===== src/rtl/lnl_btn_conditioner.sv =====
// Pushbutton front end: polarity fix, 2-flop synchroniser, per-channel debounce,
// press pulses and a sticky one-hot mode word with lowest-index priority.
module lnl_btn_conditioner #(
  parameter int BUTTON_COUNT   = 4,
  parameter int DEBOUNCE       = 20,
  parameter bit BTN_ACTIVE_LOW = 1'b0
) (
  input  logic                    clk,
  input  logic                    rst,
  input  logic [BUTTON_COUNT-1:0] btns_raw,
  output logic [BUTTON_COUNT-1:0] btns_clean,
  output logic [BUTTON_COUNT-1:0] btns_press,
  output logic [BUTTON_COUNT-1:0] mode,
  output logic                    mode_change
);

  logic [BUTTON_COUNT-1:0] w_in;
  logic [BUTTON_COUNT-1:0] r_s1;
  logic [BUTTON_COUNT-1:0] r_s2;
  logic [BUTTON_COUNT-1:0] r_clean;
  logic [BUTTON_COUNT-1:0] r_press;
  logic [BUTTON_COUNT-1:0] r_mode;
  logic                    r_mode_chg;
  logic [DEBOUNCE-1:0]     r_cnt [BUTTON_COUNT];
  logic [BUTTON_COUNT-1:0] w_sel;
  logic                    w_found;

  assign w_in = BTN_ACTIVE_LOW ? ~btns_raw : btns_raw;

  always_ff @(posedge clk or negedge rst) begin
    if (!rst) begin
      r_s1 <= '0;
      r_s2 <= '0;
    end else begin
      r_s1 <= w_in;
      r_s2 <= r_s1;
    end
  end

  // A level is accepted on the 2^DEBOUNCE-th consecutive cycle it differs from btns_clean.
  always_ff @(posedge clk or negedge rst) begin
    if (!rst) begin
      r_clean <= '0;
      r_press <= '0;
      for (int unsigned i = 0; i < BUTTON_COUNT; i++) begin
        r_cnt[i] <= '0;
      end
    end else begin
      r_press <= '0;
      for (int unsigned i = 0; i < BUTTON_COUNT; i++) begin
        if (r_s2[i] == r_clean[i]) begin
          r_cnt[i] <= '0;
        end else if (r_cnt[i] == '1) begin
          r_clean[i] <= r_s2[i];
          r_press[i] <= r_s2[i];
          r_cnt[i]   <= '0;
        end else begin
          r_cnt[i] <= r_cnt[i] + DEBOUNCE'(1);
        end
      end
    end
  end

  always_comb begin
    w_sel   = '0;
    w_found = 1'b0;
    for (int unsigned i = 0; i < BUTTON_COUNT; i++) begin
      if (r_press[i] && !w_found) begin
        w_sel[i] = 1'b1;
        w_found  = 1'b1;
      end
    end
  end

  // Re-pressing the active mode clears it; any other press selects that mode.
  always_ff @(posedge clk or negedge rst) begin
    if (!rst) begin
      r_mode     <= '0;
      r_mode_chg <= 1'b0;
    end else if (|r_press) begin
      r_mode     <= (r_mode == w_sel) ? '0 : w_sel;
      r_mode_chg <= 1'b1;
    end else begin
      r_mode_chg <= 1'b0;
    end
  end

  assign btns_clean  = r_clean;
  assign btns_press  = r_press;
  assign mode        = r_mode;
  assign mode_change = r_mode_chg;

endmodule


===== config.mk =====
export PLATFORM = sky130hd
export DESIGN_NAME = lnl_btn_conditioner
export DESIGN_NICKNAME = d
export VERILOG_FILES = /design/src/rtl/lnl_btn_conditioner.sv
export SDC_FILE = /design/constraint.sdc
export NUM_CORES = 1
export LEC_CHECK = 0
export ABC_AREA = 0
export BUFFER_PORTS_ARGS = -buffer_cell sky130_fd_sc_hd__buf_2
export CAP_MARGIN = 25
export CORE_MARGIN = 1
export CORE_UTILIZATION = 50
export CTS_CLUSTER_SIZE = 12
export DETAILED_ROUTE_END_ITERATION = 7
export PLACE_DENSITY = 0.77
export SLEW_MARGIN = 20
export SYNTH_ARGS = -nofsm -noshare
export SYNTH_HDL_FRONTEND = slang
export SYNTH_SLANG_ARGS = --single-unit

===== constraint.sdc =====
create_clock -name clk -period 3.5 [get_ports clk]
set_clock_uncertainty 0.05 [all_clocks]
set_input_delay 0.525 -clock clk [delete_from_list [all_inputs] [get_ports clk]]
set_output_delay 0.525 -clock clk [all_outputs]
set_load 0.005 [all_outputs]

==> results of run 1 <==
==> stage by stage <==
stage | hold WS, ns | util, %
finish | 0.185 | 56.3
global route | 0.178 | 56.3
CTS | 0.190 | 56.3
detailed placement | 0.288 | 54.0
global placement | 0.284 | 54.0
floorplan | 0.179 | -
==> flip-flops by register name (all words and copies together) (netlist names) <==
name / cells
r_s2: 4
mode: 4
mode_change: 1
r_s1: 4
btns_clean: 4
btns_press: 4
r_cnt: 80
==> routing by layer <==
metal  vias up  part of all wire [%]
li1       1717                     -
met1      1698                    48
met2        47                    47
met3        13                   3.4
met4         0                   1.5
met5         -                     0
==> critical path, cell delays in order (launching register included) <==
cell and delay (ns):
dfrtp_1 0.41, ha_1 0.22, and4_1 0.30, nand3_2 0.18, o31ai_4 0.67, nor2_1 0.13
==> power breakdown <==
group | switching [mW] | internal (mW)
Sequential | 0.0144 | 1.18
Combinational | 0.0489 | 0.0198
Clock | 0.406 | 0.353
==> path summary, 6_finish.rpt <==
path	start	endpoint	slack (ns)	cells after the start
max in group asynchronous	rst	r_cnt[50]	2.44	2
max reg2reg	r_cnt[20]	r_cnt[28]	1.37	5
min in group clk	btns_raw[3]	r_s1[3]	0.21	1
min	rst	r_cnt[16]	0.18	1
min reg2reg	r_s1[1]	r_s2[1]	0.31	0
max	r_cnt[20]	r_cnt[28]	1.37	5
==> cells in the final DEF (no fill, tap or decap), types with 13 or more instances in the layout <==
cell,instances
nor2_1,69
xnor2_1,36
o21ai_0,13
nand3_1,29
inv_1,18
a21oi_1,17
buf_2,17
nor4_1,17
nand2_1,28
nand4_1,19
dfrtp_1,101
or3_1,13
xor2_1,23
==> area by class of cell <==
| class | instances | share of cell area, % |
|---|---|---|
| well taps | 129 | 3.10 |
| flip-flops and latches | 101 | 48.6 |
| clock buffers | 10 | 2.65 |
| inverters | 18 | 1.30 |
| clock inverters | 6 | 1.35 |
| repair buffers | 21 | 2.21 |
| multi-input cells | 342 | 40.8 |
==> kinds of logic after synthesis <==
logic type,share of synthesized area [%]
AO/OA/AOI/OAI,7.38
flip-flops,53.0
adder cells (fa/ha/maj),1.05
buffers and inverters,2.49
AND/OR/NAND/NOR,24.3
XOR/XNOR,10.8
multiplexers,0.945
==> out/qor.csv, run 1 <==
metric,value,unit
status,finished clean,
yosysMostFrequentCell,dfrtp_1,
synthArstFlopShare,100,%
cts_resized,0,
wirelength,8540,µm
cts_setup_buffers,0,
synth_edf_count,0,
root_buffer,clkbuf_8,
first_iter_violations,116,
dieHeight,99.6,µm
fp.coreArea,9240,µm²
die_w,99.6,µm
synth-seq-area-share,53.0,%
track_usage,20.1,%
port_buffers,18,
slew_headroom,45.6,%
fin_crit_sh,60.8,%
start_kind,register,
clkTransAtPathRegs,0.10,ns
tightest_slew,0.816,ns
n_antenna_cell,0,
numCtsBuffers,9,
cp_max_fo,17,
synth_area_leaders,"dfrtp_1 53%, xnor2_1 6.6%, nor2_1 5.4%, xor2_1 4.2%, nand3_1 3.0%",
grt_max_degree,68,
synth_nets,481,
use_met2,32.0,%
regArea,2530,µm²
via_per_inst,5.54,
vias,3475,
leakage,2.17,nW
antenna_found_initial,0,
syn-cell-area,4770,µm²
cellPowerDensity,389,nW/µm²
dp.cells,611,
grt_pass1_vias,3382,
num_rows,35,
gp_congestion,0.833,
hpwl,6030,µm
fin_ws,1.37,ns
synth_top_area_share,53.0,%
multi_input_area,2120,µm²
fmax,470,MHz
synth_common_cells,"101 x dfrtp_1, 69 x nor2_1, 36 x xnor2_1",
slew_violations,0,
peakVddDrop,0.230,mV
synth_flop_cell,dfrtp_1,
hold_buffers,0,
grt_util_met3,4.50,%
area_growth,9.08,%
endpoint_kind,register,
routedWlPerCell,13.6,µm
final_hold_viol_count,0,
ant_nets,0,
period_minus_slack,2.13,ns
syn_inst,471,
layout.cells.non_filler,627,
synth_warnings,0,
clock_latency,0.37,ns
design.die.area,9930,µm²
layout.nets,503,
crit_arrival,2.30,ns
synthDistinctLibCells,49,
ios,19,
required,3.67,ns
htree_levels,3,
dpl-instance-area,4990,µm²
syn_area_per_cell,10.1,µm²
dp_slack,1.40,ns
dr.pass1.iters,4,
grt_overflow_total,0,
hp-class,in -> async,
setup_viol,0,
cts.path.max_buffers,2,
n_fill_cell,839,
drcViolationCount,0,
cts_tree,done,
initial_core_util,51.6,%
fin_setup_tns,0,ns
grt_pass1_wl,15700,µm
cts.sinks,101,
crit_type,reg -> reg,
final_cell_area,5200,µm²
grt_util_met1,27.0,%
fin_total_pwr,2.02,mW
grt_setup_unrepaired,no,
busiest_layer,met2,
drive_gt1_share,10.0,%
synth_top_area_cell,dfrtp_1,
cap_violations,0,
ys_seq_elements,101,
Note: power is estimated with default switching activity, not from simulation.
==> run 2, diff against run 1 <==
Settings changed: ABC_AREA 0 to 1.
Clock period 3.5 ns to 2 ns, I/O delays scaled along.
==> out/qor.csv, run 2 <==
metric,value,unit
dpl-instance-area,5190,µm²
fin_ws,0.260,ns
syn-cell-area,4920,µm²
endpoint_kind,register,
crit_arrival,1.94,ns
cap_violations,0,
track_usage,20.5,%
status,finished clean,
grt_setup_unrepaired,no,
grt_overflow_total,0,
fin_total_pwr,3.64,mW
initial_core_util,52.5,%
dieHeight,101,µm
synth_top_area_share,51.4,%
synth_area_leaders,"dfrtp_1 51%, nor2_1 11%, nand2_1 9.6%, xor2_1 7.3%, inv_1 4.4%",
layout.nets,639,
synth_warnings,0,
n_antenna_cell,0,
yosysMostFrequentCell,nor2_1,
synth_nets,603,
layout.cells.non_filler,763,
clkTransAtPathRegs,0.10,ns
crit_chain,ha_1 -> nand3_1 -> nor3_4 -> nand3_4 -> nand2_2 -> nor2_1,
grt_pass1_vias,3789,
routedWlPerCell,12.4,µm
antenna_found_initial,0,
final_cell_area,5470,µm²
drcViolationCount,0,
setup_viol,0,
holdWs,0.307,ns
slew_headroom,61.1,%
gp_congestion,0.900,
ys_seq_elements,101,
required,2.20,ns
crit_path_max_incr_delay,0.38,ns
clock_latency,0.36,ns
top_layer_used,met4,
slew_violations,0,
critPathTopFamily,simple AND/OR/NAND/NOR gates,
hp-class,reg -> reg,
drive_gt1_share,8.52,%
peakVddDrop,0.534,mV
final_cell_mix,"140 x nor2_1, 126 x nand2_1, 101 x dfrtp_1, 57 x inv_1, 41 x xor2_1",
final_hold_viol_count,0,
dp_slack,0.277,ns
dr_wl_met2,4600,µm
grt_max_degree,40,
fin_util,58.3,%
wl_met3,346,µm
cts_tree,done,
ios,19,
slowest_stage,dfrtp_1,
fmax,575,MHz
syn_area_per_cell,8.29,µm²
grt_pass1_wl,16400,µm
wl_met1,4370,µm
via_per_inst,5.04,
design.die.area,10200,µm²
cp_max_fo,11,
synthDistinctLibCells,27,
crit_type,reg -> reg,
worst-path-buf-inv,0,
cts_setup_buffers,0,
leakage,2.48,nW
cts.sinks,101,
cts.path.max_buffers,2,
fin_crit_sh,87.0,%
die_w,101,µm
synth_top_area_cell,dfrtp_1,
ant_nets,0,
fin_setup_tns,0,ns
syn_inst,593,
r2r_start,r_cnt[0],
hpwl,6860,µm
mostFrequentLayoutCell,nor2_1,
synth_flop_cell,dfrtp_1,
synth_edf_count,0,
first_iter_violations,156,
tightest_slew,0.580,ns
startpoint,r_cnt[0],
synth_common_cells,"140 x nor2_1, 126 x nand2_1, 101 x dfrtp_1",
ff2ff_setup_slack,0.26,ns
largest_reg_flops,80,
hp-start,r_s1[3],
dp.cells,742,
numCtsBuffers,9,
synthArstFlopShare,100,%
cellPowerDensity,666,nW/µm²
htree_levels,3,
period_minus_slack,1.74,ns
synth-seq-area-share,51.4,%
port_buffers,18,
max_flop_register,r_cnt,
start_kind,register,
num_rows,35,
dr.pass1.iters,4,
fp.coreArea,9370,µm²
wirelength,9440,µm
vias,3843,
area_growth,11.2,%
root_buffer,clkbuf_8,
## run 2: report_power, final
group / leakage, nW / internal [mW] / switching, mW
Sequential: 1.38 / 2.07 / 0.0176
Combinational: 0.989 / 0.0390 / 0.0913
Clock: 0.105 / 0.718 / 0.709
## run 2: logic make-up (layout without fill, tap and decap cells)
logic type	Yosys count	count (layout)	share of synthesized area, %
DFF	101	101	51.4
adders and majority gates	4	4	1.02
AOI/OAI and AO/OA	26	26	3.08
xor gates and xnor gates	50	50	8.91
and+or+nand+nor	350	350	30.7
buffers and inverters	62	103	4.89
## run 2: final timing paths
kind,endpoint,cells past startpoint
worst max-delay path,r_cnt[15],6
worst min-delay path,r_s2[3],0
worst max register to register,r_cnt[15],6
worst min register to register,r_s2[3],0
max in group asynchronous,btns_press[3],3
min in group asynchronous,r_cnt[25],2
## run 2: cell type report
type                       count  area [µm²]
clock inverter                 6        95.1
multi-input combinational    430        2150
inverter                      61         229
clock buffer                  10         128
sequential                   101        2530
fill                         839        3900
tap                          129         161
timing repair buffer          26         178
## run 2: layer usage
layer	vias to the layer above	global-route usage (%)
met5	-	0
met3	16	4.69
met4	0	7.02
li1	1927	-
met1	1829	26.6
met2	71	34.1
## run 2: repair_timing
| item | in CTS | in global routing |
|---|---|---|
| resized for setup | 0 | 0 |
| endpoints found under the hold margin | 38 | 0 |
| hold buffers | 5 | 0 |
==> run 3, diff against run 2 <==
Settings changed: CORE_UTILIZATION 50 to 26, PLACE_DENSITY 0.77 to 0.5.
Clock period 2 ns to 1.89 ns, I/O delays scaled along.
==> out/qor.csv, run 3 (synthesized netlist as in run 2, its figures left out) <==
metric,value,unit
layout.nets,643,
cts.path.max_buffers,2,
cts_tree,done,
gp_congestion,0.799,
wirelength,10200,µm
fin_total_pwr,4.22,mW
root_buffer,clkbuf_16,
design.die.area,19500,µm²
ff2ff_setup_slack,0.19,ns
routedWlPerCell,11.7,µm
clkTransAtPathRegs,0.07,ns
n_antenna_cell,0,
crit_type,reg -> reg,
crit-reg2reg-capture,r_cnt[10],
largest_reg_flops,80,
antenna_found_initial,0,
drive_gt1_share,9.25,%
drcViolationCount,0,
mostFrequentLayoutCell,nor2_1,
numCtsBuffers,9,
final_cell_mix,"140 x nor2_1, 126 x nand2_1, 101 x dfrtp_1, 57 x inv_1, 41 x xor2_1",
start_kind,register,
rr_worst_depth,6,
grt_max_degree,46,
period_minus_slack,1.70,ns
fin_util,31.3,%
fin_ws,0.190,ns
htree_levels,3,
dp_slack,0.175,ns
hp-class,in -> async,
initial_core_util,26.9,%
num_rows,49,
port_buffers,18,
ios,19,
leakage,2.54,nW
ant_nets,0,
slew_headroom,66.8,%
final_hold_viol_count,0,
grt_pass1_wl,17700,µm
grt_pass1_vias,3631,
track_usage,11.5,%
die_w,140,µm
cp_max_fo,11,
endpoint_kind,register,
cap_violations,0,
cts.sinks,101,
slew_violations,0,
fin_setup_tns,0,ns
r2r_start,r_cnt[0],
fmax,588,MHz
vias,3738,
fp.coreArea,18300,µm²
via_per_inst,4.31,
setup_viol,0,
area_growth,16.2,%
peakVddDrop,0.414,mV
hpwl,7410,µm
grt_setup_unrepaired,no,
crit_arrival,1.88,ns
dr.pass1.iters,4,
status,finished clean,
grt_overflow_total,0,
clock_latency,0.35,ns
tightest_slew,0.497,ns
first_iter_violations,177,
cellPowerDensity,739,nW/µm²
required,2.07,ns
fin_crit_sh,89.9,%
max_flop_register,r_cnt,
dieHeight,140,µm
-- run 3: worst max-delay path, stage by stage, from the launching register on --
cell     delay, ns
dfrtp_1       0.37
ha_1          0.19
nand3_1       0.15
nor3_4        0.30
nand3_4       0.16
nand2_2       0.26
nor2_1        0.09
-- run 3: worst max-delay path by stage --
stage / end / startpoint
final: r_cnt[10] / r_cnt[0]
after global placement: r_cnt[17] / r_cnt[0]
after detailed placement: r_cnt[75] / r_cnt[60]
after global routing: r_cnt[71] / r_cnt[60]
after CTS: r_cnt[10] / r_cnt[0]
after floorplan: r_cnt[10] / r_cnt[0]
-- run 3: timing repair --
action | in CTS | in global routing
endpoints found under the setup margin | 0 | 3
gates resized for setup | 0 | 1
endpoints found under the hold margin | 16 | 0
setup buffers | 0 | 0
hold buffers | 5 | 0
-- run 3: metal layers --
| layer | vias up | GRT usage (%) | wire length, µm |
|---|---|---|---|
| met5 | - | 0 | 0 |
| met4 | 0 | 3.68 | 126 |
| met3 | 11 | 2.75 | 271 |
| met2 | 35 | 18.1 | 4510 |
| met1 | 1744 | 15.5 | 5270 |
| li1 | 1948 | - | - |
-- run 3: area by class of cell --
class / count / area, µm²
clock buffers: 9 / 225
clock inverters: 7 / 72.6
fillers: 1950 / 12600
inverters: 61 / 229
multi-input cells: 430 / 2150
flip-flops and latches: 101 / 2530
well taps: 229 / 287
repair buffers: 30 / 220
-- run 3: stage by stage --
stage          std cells  hold slack (ns)  instance area (µm²)
4_1_cts              867            0.291                 5710
2_1_floorplan        593          -0.0621                 4920
3_3_place_gp         846            0.121                 5360
3_5_place_dp         846            0.117                 5360
5_1_grt              867            0.305                 5720
6_report             867            0.290                 5720
-- run 3: power breakdown --
group	internal [mW]	total, mW	switching, mW
sequential	2.19	2.21	0.0172
clock	1.03	1.87	0.843
combinational	0.0443	0.144	0.100
total	3.26	4.22	0.960
